File: src/rtl/p_beid_peripheral_f0_id_pkg.sv
// Shared definitions for the peripheral identification-space reader.
//   - Word indices (paddr[11:2]) of the PID/CID registers at 0xFD0-0xFFC
//   - Fixed CoreSight-style component ID bytes
//   - Transfer FSM state type and the wait-state counter width
package p_beid_peripheral_f0_id_pkg;

    // Wait-state counter width; WAIT_STATES is limited to 0..3.
    localparam int WS_W = 2;

    // Word indices: byte offset >> 2.
    localparam logic [9:0] ID_PID4_OFS = 10'h3F4;  // 0xFD0
    localparam logic [9:0] ID_PID5_OFS = 10'h3F5;  // 0xFD4
    localparam logic [9:0] ID_PID6_OFS = 10'h3F6;  // 0xFD8
    localparam logic [9:0] ID_PID7_OFS = 10'h3F7;  // 0xFDC
    localparam logic [9:0] ID_PID0_OFS = 10'h3F8;  // 0xFE0
    localparam logic [9:0] ID_PID1_OFS = 10'h3F9;  // 0xFE4
    localparam logic [9:0] ID_PID2_OFS = 10'h3FA;  // 0xFE8
    localparam logic [9:0] ID_PID3_OFS = 10'h3FB;  // 0xFEC
    localparam logic [9:0] ID_CID0_OFS = 10'h3FC;  // 0xFF0
    localparam logic [9:0] ID_CID1_OFS = 10'h3FD;  // 0xFF4
    localparam logic [9:0] ID_CID2_OFS = 10'h3FE;  // 0xFF8
    localparam logic [9:0] ID_CID3_OFS = 10'h3FF;  // 0xFFC

    // Component ID preamble bytes.
    localparam logic [7:0] CID0_VAL = 8'h0D;
    localparam logic [7:0] CID1_VAL = 8'hF0;
    localparam logic [7:0] CID2_VAL = 8'h05;
    localparam logic [7:0] CID3_VAL = 8'hB1;

    typedef enum logic {
        ST_IDLE   = 1'b0,
        ST_ACCESS = 1'b1
    } state_e;

endpackage

File: src/rtl/p_beid_peripheral_f0_id_rom.sv
// Combinational decode of the identification space.
// Ports:
//   word_idx - paddr[11:2] of the access
//   eco      - snapshotted ECO revision nibble (returned in PID3[7:4])
//   data     - 8-bit ID byte; 0 for any offset outside the ID map
module p_beid_peripheral_f0_id_rom
    import p_beid_peripheral_f0_id_pkg::*;
#(
    parameter logic [11:0] PART_NUM    = 12'h820,
    parameter logic [6:0]  JEP106_ID   = 7'h3B,
    parameter logic [3:0]  JEP106_CONT = 4'h4,
    parameter logic [3:0]  REVISION    = 4'h0,
    parameter logic [3:0]  REVAND      = 4'h0
) (
    input  logic [9:0] word_idx,
    input  logic [3:0] eco,
    output logic [7:0] data
);

    // NOTE: every output of a combinational block gets a default before the
    // case so no path leaves it unassigned (which would infer a latch).
    always_comb begin
        data = 8'h00;
        unique case (word_idx)
            ID_PID4_OFS: data = {4'h0, JEP106_CONT};
            ID_PID0_OFS: data = PART_NUM[7:0];
            ID_PID1_OFS: data = {JEP106_ID[3:0], PART_NUM[11:8]};
            ID_PID2_OFS: data = {REVISION, 1'b1, JEP106_ID[6:4]};
            ID_PID3_OFS: data = {eco, REVAND};
            ID_CID0_OFS: data = CID0_VAL;
            ID_CID1_OFS: data = CID1_VAL;
            ID_CID2_OFS: data = CID2_VAL;
            ID_CID3_OFS: data = CID3_VAL;
            default:     data = 8'h00;  // PID5-7 and unmapped offsets
        endcase
    end

endmodule

File: src/rtl/p_beid_peripheral_f0_id_reader.sv
// APB3 completer for the peripheral ID space (PID4-7, PID0-3, CID0-3).
// The ECO revision nibble is snapshotted from a static input into eco_q and
// returned in PID3; everything else comes from parameters. All outputs are
// registered; pready is high whenever no transfer is stretching.
// Ports:
//   clk, reset          - clock, synchronous active-high reset
//   psel/penable/pwrite - APB control; paddr[11:2] decoded, pwdata ignored
//   ecorevnum           - static ECO revision nibble
//   eco_resample        - one-cycle request to re-capture ecorevnum
//   prdata/pready/pslverr - APB response
module p_beid_peripheral_f0_id_reader
    import p_beid_peripheral_f0_id_pkg::*;
#(
    parameter int unsigned WAIT_STATES  = 0,  // 0..3
    parameter logic [11:0] PART_NUM     = 12'h820,
    parameter logic [6:0]  JEP106_ID    = 7'h3B,
    parameter logic [3:0]  JEP106_CONT  = 4'h4,
    parameter logic [3:0]  REVISION     = 4'h0,
    parameter logic [3:0]  REVAND       = 4'h0,
    parameter bit          ERR_ON_WRITE = 1'b1
) (
    input  logic        clk,
    input  logic        reset,
    input  logic        psel,
    input  logic        penable,
    input  logic        pwrite,
    input  logic [11:0] paddr,
    input  logic [31:0] pwdata,
    input  logic [3:0]  ecorevnum,
    input  logic        eco_resample,
    output logic [31:0] prdata,
    output logic        pready,
    output logic        pslverr
);

    localparam logic [WS_W-1:0] WS_INIT = WS_W'(WAIT_STATES);

    state_e          state_q, state_d;
    logic [WS_W-1:0] cnt_q, cnt_d;
    logic            pwrite_q, pwrite_d;
    logic [7:0]      prdata_q, prdata_d;
    logic            pready_q, pready_d;
    logic            pslverr_q, pslverr_d;
    logic [3:0]      eco_q, eco_d;
    logic            capture_pending_q, capture_pending_d;

    logic       setup;
    logic [7:0] rom_data;

    // Write data and byte-lane bits carry no meaning for a read-only space.
    logic unused_inputs;
    assign unused_inputs = ^{pwdata, paddr[1:0]};

    assign setup = psel & ~penable;

    p_beid_peripheral_f0_id_rom #(
        .PART_NUM    (PART_NUM),
        .JEP106_ID   (JEP106_ID),
        .JEP106_CONT (JEP106_CONT),
        .REVISION    (REVISION),
        .REVAND      (REVAND)
    ) u_rom (
        .word_idx (paddr[11:2]),
        .eco      (eco_q),
        .data     (rom_data)
    );

    // NOTE: state is updated with non-blocking assignments so every flop
    // samples the pre-edge value of the others, independent of block order.
    always_ff @(posedge clk) begin
        if (reset) begin
            state_q           <= ST_IDLE;
            cnt_q             <= '0;
            pwrite_q          <= 1'b0;
            prdata_q          <= 8'h00;
            pready_q          <= 1'b1;
            pslverr_q         <= 1'b0;
            eco_q             <= 4'h0;
            capture_pending_q <= 1'b1;
        end else begin
            state_q           <= state_d;
            cnt_q             <= cnt_d;
            pwrite_q          <= pwrite_d;
            prdata_q          <= prdata_d;
            pready_q          <= pready_d;
            pslverr_q         <= pslverr_d;
            eco_q             <= eco_d;
            capture_pending_q <= capture_pending_d;
        end
    end

    // Next-state logic. A SETUP seen during ACCESS is ignored; dropping psel
    // in ACCESS aborts the transfer.
    always_comb begin
        state_d = state_q;
        unique case (state_q)
            ST_IDLE:   if (setup) state_d = ST_ACCESS;
            ST_ACCESS: if (!psel || cnt_q == '0) state_d = ST_IDLE;
            default:   state_d = ST_IDLE;
        endcase
    end

    // Registered response. Outputs are computed one edge ahead, so pready
    // rises in the ACCESS cycle in which the counter reads zero.
    always_comb begin
        cnt_d     = cnt_q;
        pwrite_d  = pwrite_q;
        prdata_d  = prdata_q;
        pready_d  = pready_q;
        pslverr_d = pslverr_q;
        unique case (state_q)
            ST_IDLE: begin
                if (setup) begin
                    pwrite_d  = pwrite;
                    cnt_d     = WS_INIT;
                    prdata_d  = pwrite ? 8'h00 : rom_data;
                    pready_d  = (WS_INIT == '0);
                    pslverr_d = (WS_INIT == '0) & ERR_ON_WRITE & pwrite;
                end else begin
                    prdata_d  = 8'h00;
                    pready_d  = 1'b1;
                    pslverr_d = 1'b0;
                end
            end
            ST_ACCESS: begin
                if (!psel || cnt_q == '0) begin
                    cnt_d     = '0;
                    prdata_d  = 8'h00;
                    pready_d  = 1'b1;
                    pslverr_d = 1'b0;
                end else begin
                    cnt_d     = cnt_q - 1'b1;
                    pready_d  = (cnt_q == WS_W'(1));
                    pslverr_d = (cnt_q == WS_W'(1)) & ERR_ON_WRITE & pwrite_q;
                end
            end
            default: begin
                cnt_d     = '0;
                prdata_d  = 8'h00;
                pready_d  = 1'b1;
                pslverr_d = 1'b0;
            end
        endcase
    end

    // ECO snapshot: captured only while IDLE so an in-flight read never sees
    // the nibble change. A new request wins over a capture on the same edge.
    always_comb begin
        eco_d             = eco_q;
        capture_pending_d = eco_resample | (capture_pending_q & (state_q != ST_IDLE));
        if (capture_pending_q && state_q == ST_IDLE) begin
            eco_d = ecorevnum;
        end
    end

    assign prdata  = {24'h0, prdata_q};
    assign pready  = pready_q;
    assign pslverr = pslverr_q;

endmodule

File: config.mk
export PLATFORM = sky130hd
export DESIGN_NAME = p_beid_peripheral_f0_id_reader
export DESIGN_NICKNAME = d
export VERILOG_FILES = /design/src/rtl/p_beid_peripheral_f0_id_pkg.sv /design/src/rtl/p_beid_peripheral_f0_id_rom.sv /design/src/rtl/p_beid_peripheral_f0_id_reader.sv
export SDC_FILE = /design/constraint.sdc
export NUM_CORES = 1
export LEC_CHECK = 0
export ABC_AREA = 1
export CAP_MARGIN = 30
export CORE_MARGIN = 10
export CORE_UTILIZATION = 36
export CTS_CLUSTER_SIZE = 24
export DETAILED_ROUTE_END_ITERATION = 10
export GPL_ROUTABILITY_DRIVEN = 0
export HOLD_SLACK_MARGIN = 0.15
export PLACE_DENSITY = 0.85
export SLEW_MARGIN = 10
export SYNTH_ARGS = -nofsm -noshare
export SYNTH_HDL_FRONTEND = slang
export SYNTH_SLANG_ARGS = --single-unit
File: constraint.sdc
create_clock -name clk -period 3.4 [get_ports clk]
set_clock_uncertainty 0.05 [all_clocks]
set_input_delay 1.02 -clock clk [delete_from_list [all_inputs] [get_ports clk]]
set_output_delay 1.02 -clock clk [all_outputs]
set_load 0.05 [all_outputs]
==> metrics <==
chip height ~77 µm; synthesis-stage register bit count 19; # nets final 247; crit-path max cell delay a little over 0.8 ns; CTS Hold Bufs 0; register clock-pin slew on the reported worst setup and hold paths about 0.10 ns; Setup Viol. Count Final 0; Tot GR Track Use slightly below 9%; Core Area 3080 µm²; fmax around 400 MHz; yosys warns 0; DPL Wire Length 2130 µm; layout cells sized above 1 about a tenth; CTS buffer count 3; global-route wire length before repair around 4400 µm; RSZ-0062 raised after global routing no; DR vias/cell between 4 and 5; final core occ a little under half; Slew Limit Headroom 66.4%; n_diodes 0; critical path's slowest cell clkdlybuf4s50_1; fillcell total 325; grt ovf 0; Sink Count 19; Detailed Routing Iterations Pass 1 4; largest net degree at the start of global routing 13; Crit. End Element primary output; top cell family by delay on the critical path buffers and inverters; Syn-to-layout area delta 23.0%; Worst Setup EP prdata[2]; Post-Syn Instances 160; Final Power about 460 µW; Rows 20; critical path data required time 2.33 ns; CTS tree built; worst r2r src cnt_q[0]$_SDFFE_PP0P_; reg2reg end pready$_SDFF_PP1_; worst slew pin tran around 0.5 ns; Unique masters post-synth 23; final WL roughly 2500 µm; buffers added on ports 29; maximum clock insertion buffer count 2; WP data arrival between 1 and 1.5 ns; worst reg-to-reg path cell count 7; Clock Latency Late Sink between 0.3 and 0.4 ns; die area a little under 6000 µm²; final hold violation count 0; Worst setup SP type flip-flop; crit share post-route 75.0%; Hold WC Path Type flip-flop to flip-flop; 1st-iter DRT viols 23; DRC 0; Starting Density a little under two fifths; Crit. Startpoint prdata_q[2]$_SDFFE_PP0P_; register-to-register setup slack roughly 1.8 ns; worst path cell trace clkdlybuf4s50_1; MaxCap Viol Count 0; Routed WL per cell ~11 µm; placed cell count 230; number of global-route vias before repair around 1100; Netlist Area Pre-Place between 1000 and 1500 µm²; DR vias 1000; Max rail drop VDD approximately 0.12 mV; Reg area 380 µm²; outcome completed; Clock Root Buffer clkbuf_4; Cell Pwr Density 324 nW/µm²; initial antenna violation count 0; worst path bufs/invs 1; post-CTS setup buffers 0; H-tree Lvls 1; Detail Route Antenna Nets 0; Post-Layout Cell Count about 230; Worst Hold Slack around 0.41 ns; Critical Path Fanout Max 2; die width roughly 77 µm; Avg Cell Area, Syn between 7 and 8 µm²; Pleak approximately 0.00065 µW; Final Slew Violations 0; crit path kind flip-flop to primary output; multi-input logic area around 620 µm²; post-route setup TNS 0 ns; crit path time final 2.55 ns; post-synthesis sequential area ratio approximately 33%; WP depth 1; Ports 88; post_cts resized 0
-- flip-flops by register name, summed over array words and instances, names as in the netlist --
signal             flops
prdata_q               8
eco_q                  4
cnt_q                  2
capture_pending_q      1
pready                 1
pslverr                1
pwrite_q               1
state_q                1
-- worst min path at each step --
stage,startpoint,endpoint,slack [ns],depth (start not counted)
after floorplan,capture_pending_q$_SDFF_PP1_,capture_pending_q$_SDFF_PP1_,0.38,2
after global placement,capture_pending_q$_SDFF_PP1_,capture_pending_q$_SDFF_PP1_,0.39,2
after detailed placement,prdata_q[6]$_SDFFE_PP0P_,prdata_q[6]$_SDFFE_PP0P_,0.39,2
after CTS,prdata_q[6]$_SDFFE_PP0P_,prdata_q[6]$_SDFFE_PP0P_,0.41,2
after global routing,prdata_q[0]$_SDFFE_PP0P_,prdata_q[0]$_SDFFE_PP0P_,0.45,2
final,prdata_q[6]$_SDFFE_PP0P_,prdata_q[6]$_SDFFE_PP0P_,0.41,2
-- synth_stat cells --
cell      n  area, µm²
inv_2     1       3.75
inv_1    14       52.6
nor2_8    1       20.0
conb_1    1       3.75
nor2_4    3       33.8
nand3_1   8       40.0
nor2_1   16       60.1
nand2_2   3       18.8
or2_2     1       6.26
dfxtp_1  19        380
nand2_1  33        124
o32ai_1   1       8.76
nor3_1    1       5.00
ha_1      2       25.0
buf_1     1       3.75
o21ai_0   8       40.0
a22oi_1   1       7.51
nand4_1   6       37.5
a21oi_1   9       45.0
buf_4    25        188
nor2_2    2       12.5
nor3_4    1       16.3
nand3_2   3       30.0
-- cell families (layout without fill, tap and decap cells) --
group / count (synthesis) / count (layout) / synth area share [%]
flip-flops: 19 / 19 / 32.7
other: 1 / 24 / 0.323
AO/OA/AOI/OAI: 19 / 19 / 8.72
buffers and inverters: 41 / 48 / 21.3
adder cells (fa/ha/maj): 2 / 2 / 2.15
AND/OR/NAND/NOR: 78 / 78 / 34.8
-- cell usage in the layout, fill, tap and decap left out, types with 2 or more instances in the layout --
| cell type | synthesis | final |
|---|---|---|
| clkbuf_4 | 0 | 3 |
| nand4_1 | 6 | 6 |
| nand3_2 | 3 | 3 |
| conb_1 | 1 | 24 |
| ha_1 | 2 | 2 |
| nand2_2 | 3 | 3 |
| nand3_1 | 8 | 8 |
| nor2_1 | 16 | 16 |
| dfxtp_1 | 19 | 19 |
| nor2_4 | 3 | 3 |
| nand2_1 | 33 | 33 |
| inv_1 | 14 | 14 |
| nor2_2 | 2 | 2 |
| clkdlybuf4s50_1 | 0 | 29 |
| a21oi_1 | 9 | 9 |
| o21ai_0 | 8 | 8 |
-- per-layer routing --
| metal | up-vias | routed length (µm) | GRT usage [%] |
|---|---|---|---|
| li1 | 524 | - | - |
| met5 | - | 0 | 0 |
| met1 | 434 | 958 | 7.99 |
| met3 | 5 | 255 | 3.73 |
| met2 | 37 | 1260 | 15.6 |
| met4 | 0 | 68 | 5.20 |
-- stage by stage --
| step | setup WS [ns] | cell area, µm² |
|---|---|---|
| floorplan | 1.46 | 1250 |
| global placement | 0.804 | 1400 |
| detailed placement | 0.792 | 1400 |
| CTS | 0.838 | 1430 |
| global route | 0.814 | 1430 |
| finish | 0.851 | 1430 |
-- power breakdown --
part	total, µW	internal (µW)	switching (µW)
Combinational	115	27.5	87.5
Clock	116	44.0	72.4
Sequential	232	229	3.14
-- cell type report --
class | instances | area share [%]
clock inverter | 1 | 0.350
clock buffer | 3 | 1.57
sequential | 19 | 26.6
inverter | 15 | 3.94
tap | 44 | 3.85
timing repair buffer | 29 | 20.3
multi-input combinational | 123 | 43.4
Note: power is estimated with default switching activity, not from simulation.
